**src/rtl/pipe_stage_buffer.sv**
```systemverilog
// pipe_stage_buffer: elastic pipeline stage with valid/ready handshake and sync flush.
// Optional skid entry under macro PIPE_STAGE_SKID_EN (registered in_ready, occupancy 0..2).
//
// Ports:
//   clk        stage clock, rising edge
//   rst        asynchronous active-low reset
//   flush      synchronous flush, drops every held beat and any beat offered this cycle
//   in_valid   upstream beat present on data_in
//   in_ready   stage can accept a beat this cycle
//   data_in    upstream payload
//   out_valid  data_out holds a valid beat
//   out_ready  downstream accepts data_out this cycle
//   data_out   main entry payload, FLUSH_VALUE when empty
//   occupancy  number of held beats
module pipe_stage_buffer #(
    parameter int                    DATA_WIDTH  = 64,
    parameter logic [DATA_WIDTH-1:0] FLUSH_VALUE = '0
) (
    input  logic                  clk,
    input  logic                  rst,
    input  logic                  flush,
    input  logic                  in_valid,
    output logic                  in_ready,
    input  logic [DATA_WIDTH-1:0] data_in,
    output logic                  out_valid,
    input  logic                  out_ready,
    output logic [DATA_WIDTH-1:0] data_out,
    output logic [1:0]            occupancy
);

    typedef enum logic [1:0] {
        EMPTY = 2'd0,
        ONE   = 2'd1,
        FULL  = 2'd2
    } state_t;

    state_t                state_q;
    state_t                state_d;
    logic [DATA_WIDTH-1:0] main_q;
    logic                  in_fire;
    logic                  out_fire;

    assign in_fire  = in_valid & in_ready;
    assign out_fire = out_valid & out_ready;
    assign data_out = main_q;

    // State register
    always_ff @(posedge clk or negedge rst) begin
        if (!rst) begin
            state_q <= EMPTY;
        end else begin
            state_q <= state_d;
        end
    end

    // Next-state logic; flush overrides any fire in the same cycle
    always_comb begin
        state_d = state_q;
        if (flush) begin
            state_d = EMPTY;
        end else begin
            unique case (state_q)
                EMPTY: begin
                    if (in_fire) state_d = ONE;
                end
                ONE: begin
                    if (in_fire && !out_fire) begin
`ifdef PIPE_STAGE_SKID_EN
                        state_d = FULL;
`else
                        state_d = ONE;
`endif
                    end else if (out_fire && !in_fire) begin
                        state_d = EMPTY;
                    end
                end
                FULL: begin
                    if (out_fire) state_d = ONE;
                end
                default: state_d = EMPTY;
            endcase
        end
    end

    // Output decode
    always_comb begin
        out_valid = (state_q != EMPTY);
`ifdef PIPE_STAGE_SKID_EN
        occupancy = state_q;
        // Pure register decode: back-pressure never ripples upstream
        in_ready  = (state_q != FULL);
`else
        occupancy = {1'b0, state_q[0]};
        in_ready  = (state_q == EMPTY) | out_ready;
`endif
    end

`ifdef PIPE_STAGE_SKID_EN
    logic [DATA_WIDTH-1:0] skid_q;

    // Skid captures the beat accepted while downstream is stalled
    always_ff @(posedge clk or negedge rst) begin
        if (!rst) begin
            skid_q <= FLUSH_VALUE;
        end else if (flush) begin
            skid_q <= FLUSH_VALUE;
        end else if (state_q == ONE && in_fire && !out_fire) begin
            skid_q <= data_in;
        end
    end
`endif

    // Main entry: reloads on pass-through, refills from skid, clears when drained
    always_ff @(posedge clk or negedge rst) begin
        if (!rst) begin
            main_q <= FLUSH_VALUE;
        end else if (flush) begin
            main_q <= FLUSH_VALUE;
        end else begin
            unique case (state_q)
                EMPTY: begin
                    if (in_fire) main_q <= data_in;
                end
                ONE: begin
                    if (in_fire && out_fire) begin
                        main_q <= data_in;
                    end else if (out_fire) begin
                        main_q <= FLUSH_VALUE;
                    end
                end
                FULL: begin
`ifdef PIPE_STAGE_SKID_EN
                    if (out_fire) main_q <= skid_q;
`else
                    main_q <= FLUSH_VALUE;
`endif
                end
                default: main_q <= FLUSH_VALUE;
            endcase
        end
    end

endmodule

```
**config.mk**
```make
export PLATFORM = sky130hd
export DESIGN_NAME = pipe_stage_buffer
export DESIGN_NICKNAME = d
export VERILOG_FILES = /design/src/rtl/pipe_stage_buffer.sv
export SDC_FILE = /design/constraint.sdc
export NUM_CORES = 1
export LEC_CHECK = 0
export CORE_ASPECT_RATIO = 1.4
export CORE_MARGIN = 5
export CORE_UTILIZATION = 40
export CTS_CLUSTER_SIZE = 16
export DETAILED_ROUTE_END_ITERATION = 8
export GPL_ROUTABILITY_DRIVEN = 0
export PLACE_DENSITY = 0.77
export SLEW_MARGIN = 0
export SYNTH_ARGS = -nofsm -noshare
export SYNTH_HDL_FRONTEND = slang
export SYNTH_SLANG_ARGS = --single-unit
```
**constraint.sdc**
```tcl
create_clock -name clk -period 1.3 [get_ports clk]
set_input_delay 0.26 -clock clk [delete_from_list [all_inputs] [get_ports clk]]
set_output_delay 0.26 -clock clk [all_outputs]
set_load 0.05 [all_outputs]
```
==> results of run 1 <==
[cells in the mapped netlist]
cell type,n,share of area (%)
buf_4,2,0.41
inv_1,1,0.10
buf_2,9,1.2
clkbuf_1,19,2.0
dfrtp_1,65,45
mux2_2,15,4.6
a222oi_1,64,18
conb_1,1,0.10
inv_2,1,0.10
mux2_4,49,20
nor2_1,66,6.8
and2_1,1,0.17
buf_6,6,1.9
nor2b_1,1,0.17
[stage by stage]
| stage | TNS (ns) | setup WS (ns) | hold slack (ns) |
|---|---|---|---|
| 2_1_floorplan | -4.90 | -0.110 | -0.0356 |
| 3_3_place_gp | -20.52 | -0.340 | 0.305 |
| 3_5_place_dp | -23.96 | -0.407 | 0.308 |
| 4_1_cts | -6.51 | -0.170 | 0.402 |
| 5_1_grt | -9.43 | -0.209 | 0.419 |
| 6_report | -6.07 | -0.176 | 0.410 |
[cells by family (layout without fill, tap and decap cells)]
family,count (synthesis),after routing
buf+inv,38,182
other cells,1,1
compound gates,64,64
flops,65,65
simple gates,68,68
mux,64,64
[state kept, by name (all words and copies together), names as in the netlist]
register / cells
data_out: 64
state_q: 1
[area by class of cell]
class                   count  area (µm²)  share of cell area [%]
repair buffers            164        2440                    38.7
inverters                   2        10.0                   0.159
multi-input cells         197        1820                    28.8
well taps                 107         134                    2.12
flip-flops and latches     65        1630                    25.8
clock inverters             3        15.0                   0.238
clock buffers              13         260                    4.12
[worst min-delay path, cell delays in order]
cell and delay (ns):
buf_2 0.11, buf_12 0.20, nor2_1 0.11
[per-layer routing]
layer  wire length, µm  share of wire [%]  up-vias  GRT usage [%]
li1                  -                  -     1472              -
met1              4090                 34     1666           20.3
met2              6970                 58      136           38.9
met3               554                4.6       22           3.41
met4               308                2.6        0           9.87
met5                 0                  0        -              0
[path summary, 6_finish.rpt]
path	to	slack, ns
worst min register to register	data_out[47]	0.64
max in group asynchronous	state_q[0]	0.50
worst min-delay path	data_out[57]	0.41
min in group asynchronous	data_out[45]	0.48
worst max register to register	data_out[54]	-0.18
worst max-delay path	data_out[54]	-0.18
[power by group]
part | internal [mW] | switching (mW) | total (mW) | leakage (nW)
logic | 1.26 | 1.11 | 2.37 | 1.85
clock network | 1.38 | 0.828 | 2.21 | 0.139
registers | 2.17 | 0.212 | 2.39 | 0.858
[timing repair]
| item | 4_1_cts | 5_1_grt |
|---|---|---|
| setup buffers | 3 | 0 |
| pin swaps | 8 | 8 |
| setup endpoints to repair | 65 | 67 |
| gates resized for setup | 3 | 4 |
| hold endpoints to repair | 65 | 0 |
| gates cloned | 1 | 4 |
| hold buffers | 1 | 0 |
[layout by cell type, fill, tap and decap left out]
cell type,instances
buf_4,11
buf_2,2
dfrtp_2,1
clkdlybuf4s50_1,64
dlygate4sd3_1,1
buf_8,1
buf_16,1
mux2_2,15
buf_6,3
clkbuf_16,12
conb_1,1
inv_4,1
clkinv_2,3
nor2_1,66
a222oi_1,64
dlygate4sd2_1,1
mux2_4,49
inv_2,1
nor2b_4,1
clkbuf_1,2
clkbuf_8,2
dfrtp_1,64
buf_12,77
and2_2,1
==> results.yml, run 1 <==
run_status:
  outcome: "complete, but fails checks"
  violations: "negative setup slack"
global_route:
  grt_max_degree: 66
  grt_pass1_wl_um: 17800
  antenna_found_initial: 0
  grt_pass1_vias: 3482
  grt_remaining_overflow: 0
  track_usage_pct: 20.0
clock_tree:
  insertion_delay_ns: 0.32
  cts_max_path_buffers: 2
  cts.sinks: 65
  cts_root_buffer: "clkbuf_16"
  numCtsBuffers: 9
  htreeDepth: 3
  cts.clk_slew.worst_paths_ns: 0.05
  cts_tree: "yes"
floorplanning:
  die_y_um: 123
  die_w_um: 90.6
  design.die.area_um2: 11100
  rows: 41
  coreArea_um2: 8980
  num_io_pins: 137
  initial_core_util_pct: 40.6
timing:
  period_minus_slack_ns: 1.48
  finalMaxSlewViolations: 0
  period_share_pct: 114
  hold_viol: 0
  fmax_mhz: 678
  rsz0062_at_grt: "yes"
  fin_worst_skew_ns: 0.00580
  setup_viol: 67
  setup_slack_ns: -0.176
setup_path:
  start_kind: "flip-flop"
  path_buf_inv: 2
  r2r_cells: 5
  r2r_start: "state_q[0]"
  cp_slowest_cell: "dfrtp_2"
  path_delay_family: "flip-flops"
  cp_cell_sequence: "nor2b_4 > buf_6 > clkbuf_16 > a222oi_1 > nor2_1"
  crit_type: "flip-flop to flip-flop"
  crit_path_max_fanout: 17
  worst_setup_path_end_kind: "flip-flop"
  worst_ep_required_time_ns: 1.49
  crit_start: "state_q[0]"
  worst-path-stages: 5
  slowest_delay_ns: 0.42
  critPathArrivalTime_ns: 1.67
cells_and_area:
  drive_gt1_share_pct: 40.8
  finalNetCount: 508
  stdcell_area_um2: 6310
  fin_util_pct: 70.3
  final_cells: 551
  syn_to_final_growth_pct: 73.2
  fillCellCount: 596
  num_antenna_cells: 0
place:
  placement.cell_area_um2: 5870
  port-buffer-count: 135
  dp_cells: 526
  hpwl_um: 7970
detailed_routing:
  drt-initial-drc-count: 421
  post_drt_via_cell_ratio: 5.98
  vias: 3296
  routedWlPerCell_um: 21.6
  firstDrtPassIters: 9
  ant_nets: 0
  wl_um: 11900
  drc: 0
pwr:
  powerDensity_nw_per_um2: 1100
  peakVddDrop_v: 0.000875
  p_leak_nw: 2.85
  power_mw: 6.97
yosys:
  synth-compound-area-share_pct: 17.6
  ys_seq_area_share_pct: 44.7
  syn_inst: 300
  synth_cell_types: 14
  synthSimpleGateAreaFrac_pct: 7.15
  netlist_area_um2: 3640
  synthMuxAreaShare_pct: 24.8
  synthAdderAreaFrac_pct: 0
  synth_warnings: 0
  synth_top_family_by_area: "multiplexers"
  syn_nets: 369
  yosys.area_share.xor_xnor_pct: 0
  synth_area_per_cell_um2: 12.1
  ys_ff_latch: 65
run:
  maxCapViolations: 0
min_path:
  hold_path_startpoint: "flush"
  hold_path.class: "input pin to flip-flop"
  hold_path_depth: 3
(Power assumes the default switching activity.)
==> run 2, diff against run 1 <==
--- a/config.mk
+++ b/config.mk
@@ -12,6 +12,7 @@
 export DETAILED_ROUTE_END_ITERATION = 8
 export GPL_ROUTABILITY_DRIVEN = 0
 export PLACE_DENSITY = 0.77
+export SKIP_CTS_REPAIR_TIMING = 1
 export SLEW_MARGIN = 0
 export SYNTH_ARGS = -nofsm -noshare
 export SYNTH_HDL_FRONTEND = slang
==> run 2 against run 1 <==
The flow still finishes with violations (negative setup slack). Maximum frequency shrank 1.7%. Highest routed layer unchanged. Final cell count rose by 0.36%. Largest power group unchanged. Wire length fell by 1.0%. Combinational power barely moved.
==> results.yml, run 2 (same netlist as run 1, synthesis figures left out) <==
cells_and_area:
  multiInputGateArea_um2: 1820
  final-seq-area_um2: 1630
  drive_gt1_share_pct: 41.0
  finalNetCount: 510
  largest_register_ffs: 64
  num_antenna_cells: 0
  fillCellCount: 603
  final_cell_mix: "77 x buf_12, 66 x nor2_1, 64 x a222oi_1, 64 x dfrtp_1, 64 x clkdlybuf4s50_1"
  final_common_cell: "buf_12"
  syn_to_final_growth_pct: 72.4
pwr:
  peakVddDrop_v: 0.000856
  power_mw: 6.95
  powerDensity_nw_per_um2: 1110
  p_leak_nw: 2.85
floorplanning:
  design.die.area_um2: 11100
  die_w_um: 90.6
  die_y_um: 123
  initial_core_util_pct: 40.6
  num_io_pins: 137
  rows: 41
  coreArea_um2: 8980
setup_path:
  worst_setup_path_end_kind: "output port"
  crit_path_max_fanout: 7
  worst_ep_required_time_ns: 1.04
  critPathArrivalTime_ns: 1.24
  crit_type: "flip-flop to output port"
  start_kind: "flip-flop"
run_status:
  outcome: "complete, but fails checks"
  violations: "negative setup slack"
clock_tree:
  cts.clk_slew.worst_paths_ns: 0.05
  numCtsBuffers: 9
  cts_max_path_buffers: 2
  cts_tree: "yes"
  cts_root_buffer: "clkbuf_16"
  htreeDepth: 3
  insertion_delay_ns: 0.32
  cts.sinks: 65
timing:
  finalMaxSlewViolations: 0
  fmax_mhz: 666
  setup_viol: 63
  fin_worst_skew_ns: 0.00645
  hold_viol: 0
  setup_slack_ns: -0.201
  period_minus_slack_ns: 1.50
  final.setup.tns_ns: -5.99
  rsz0062_at_grt: "yes"
  hold_ws_ns: 0.416
  period_share_pct: 115
detailed_routing:
  ant_nets: 0
  routedWlPerCell_um: 21.3
  wl_um: 11800
  drc: 0
  firstDrtPassIters: 8
  drt-initial-drc-count: 398
  post_drt_via_cell_ratio: 6.03
  vias: 3333
place:
  port-buffer-count: 135
  hpwl_um: 7970
global_route:
  grt_pass1_vias: 3435
  antenna_found_initial: 0
  grt_max_degree: 66
  track_usage_pct: 19.6
  grt_remaining_overflow: 0
  grt_pass1_wl_um: 17600
min_path:
  hold_path.class: "input pin to flip-flop"
run:
  maxCapViolations: 0
run 2: worst paths after layout:
path | start | end | slack (ns) | cells after the start
setup / recovery | state_q[0] | in_ready | -0.20 | 4
hold / removal | flush | data_out[40] | 0.42 | 3
setup reg to reg | state_q[0] | data_out[18] | -0.16 | 6
hold reg to reg | data_out[47] | data_out[47] | 0.64 | 2
max in group asynchronous | rst | state_q[0] | 0.51 | 3
min in group asynchronous | rst | data_out[40] | 0.48 | 3
run 2: per-stage QoR:
stage,worst slack (ns),instance area (µm²),util (%),std cells
after floorplan,-0.110,3690,-,300
after global placement,-0.340,5870,65.4,526
after detailed placement,-0.407,5870,65.4,526
after CTS,-0.359,6150,68.5,542
after global routing,-0.241,6280,70.0,553
final,-0.201,6280,70.0,553
run 2: metal layers:
metal / wire [µm] / up-vias / global-route usage (%)
met3: 551 / 22 / 3.41
met5: 0 / - / 0
met2: 6880 / 138 / 38.7
met1: 4050 / 1692 / 19.7
met4: 317 / 0 / 9.40
li1: - / 1481 / -
run 2: worst max-delay path: stages, from the launching register on:
cell	delay (ns)
dfrtp_2	0.37
nor2b_4	0.23
buf_12	0.15
inv_2	0.04
buf_6	0.14
run 2: area by class of cell:
| class | count | share of cell area, % |
|---|---|---|
| Timing Repair Buffer | 166 | 38.5 |
| Inverter | 2 | 0.120 |
| Multi-Input combinational cell | 197 | 28.9 |
| Clock inverter | 3 | 0.239 |
| Sequential cell | 65 | 25.9 |
| Clock buffer | 13 | 4.14 |
| Tap cell | 107 | 2.13 |
run 2: power by group:
group	switching, mW	total (mW)	internal, mW
clock	0.828	2.21	1.38
sequential	0.209	2.38	2.17
combinational	1.11	2.36	1.25
total	2.14	6.95	4.81
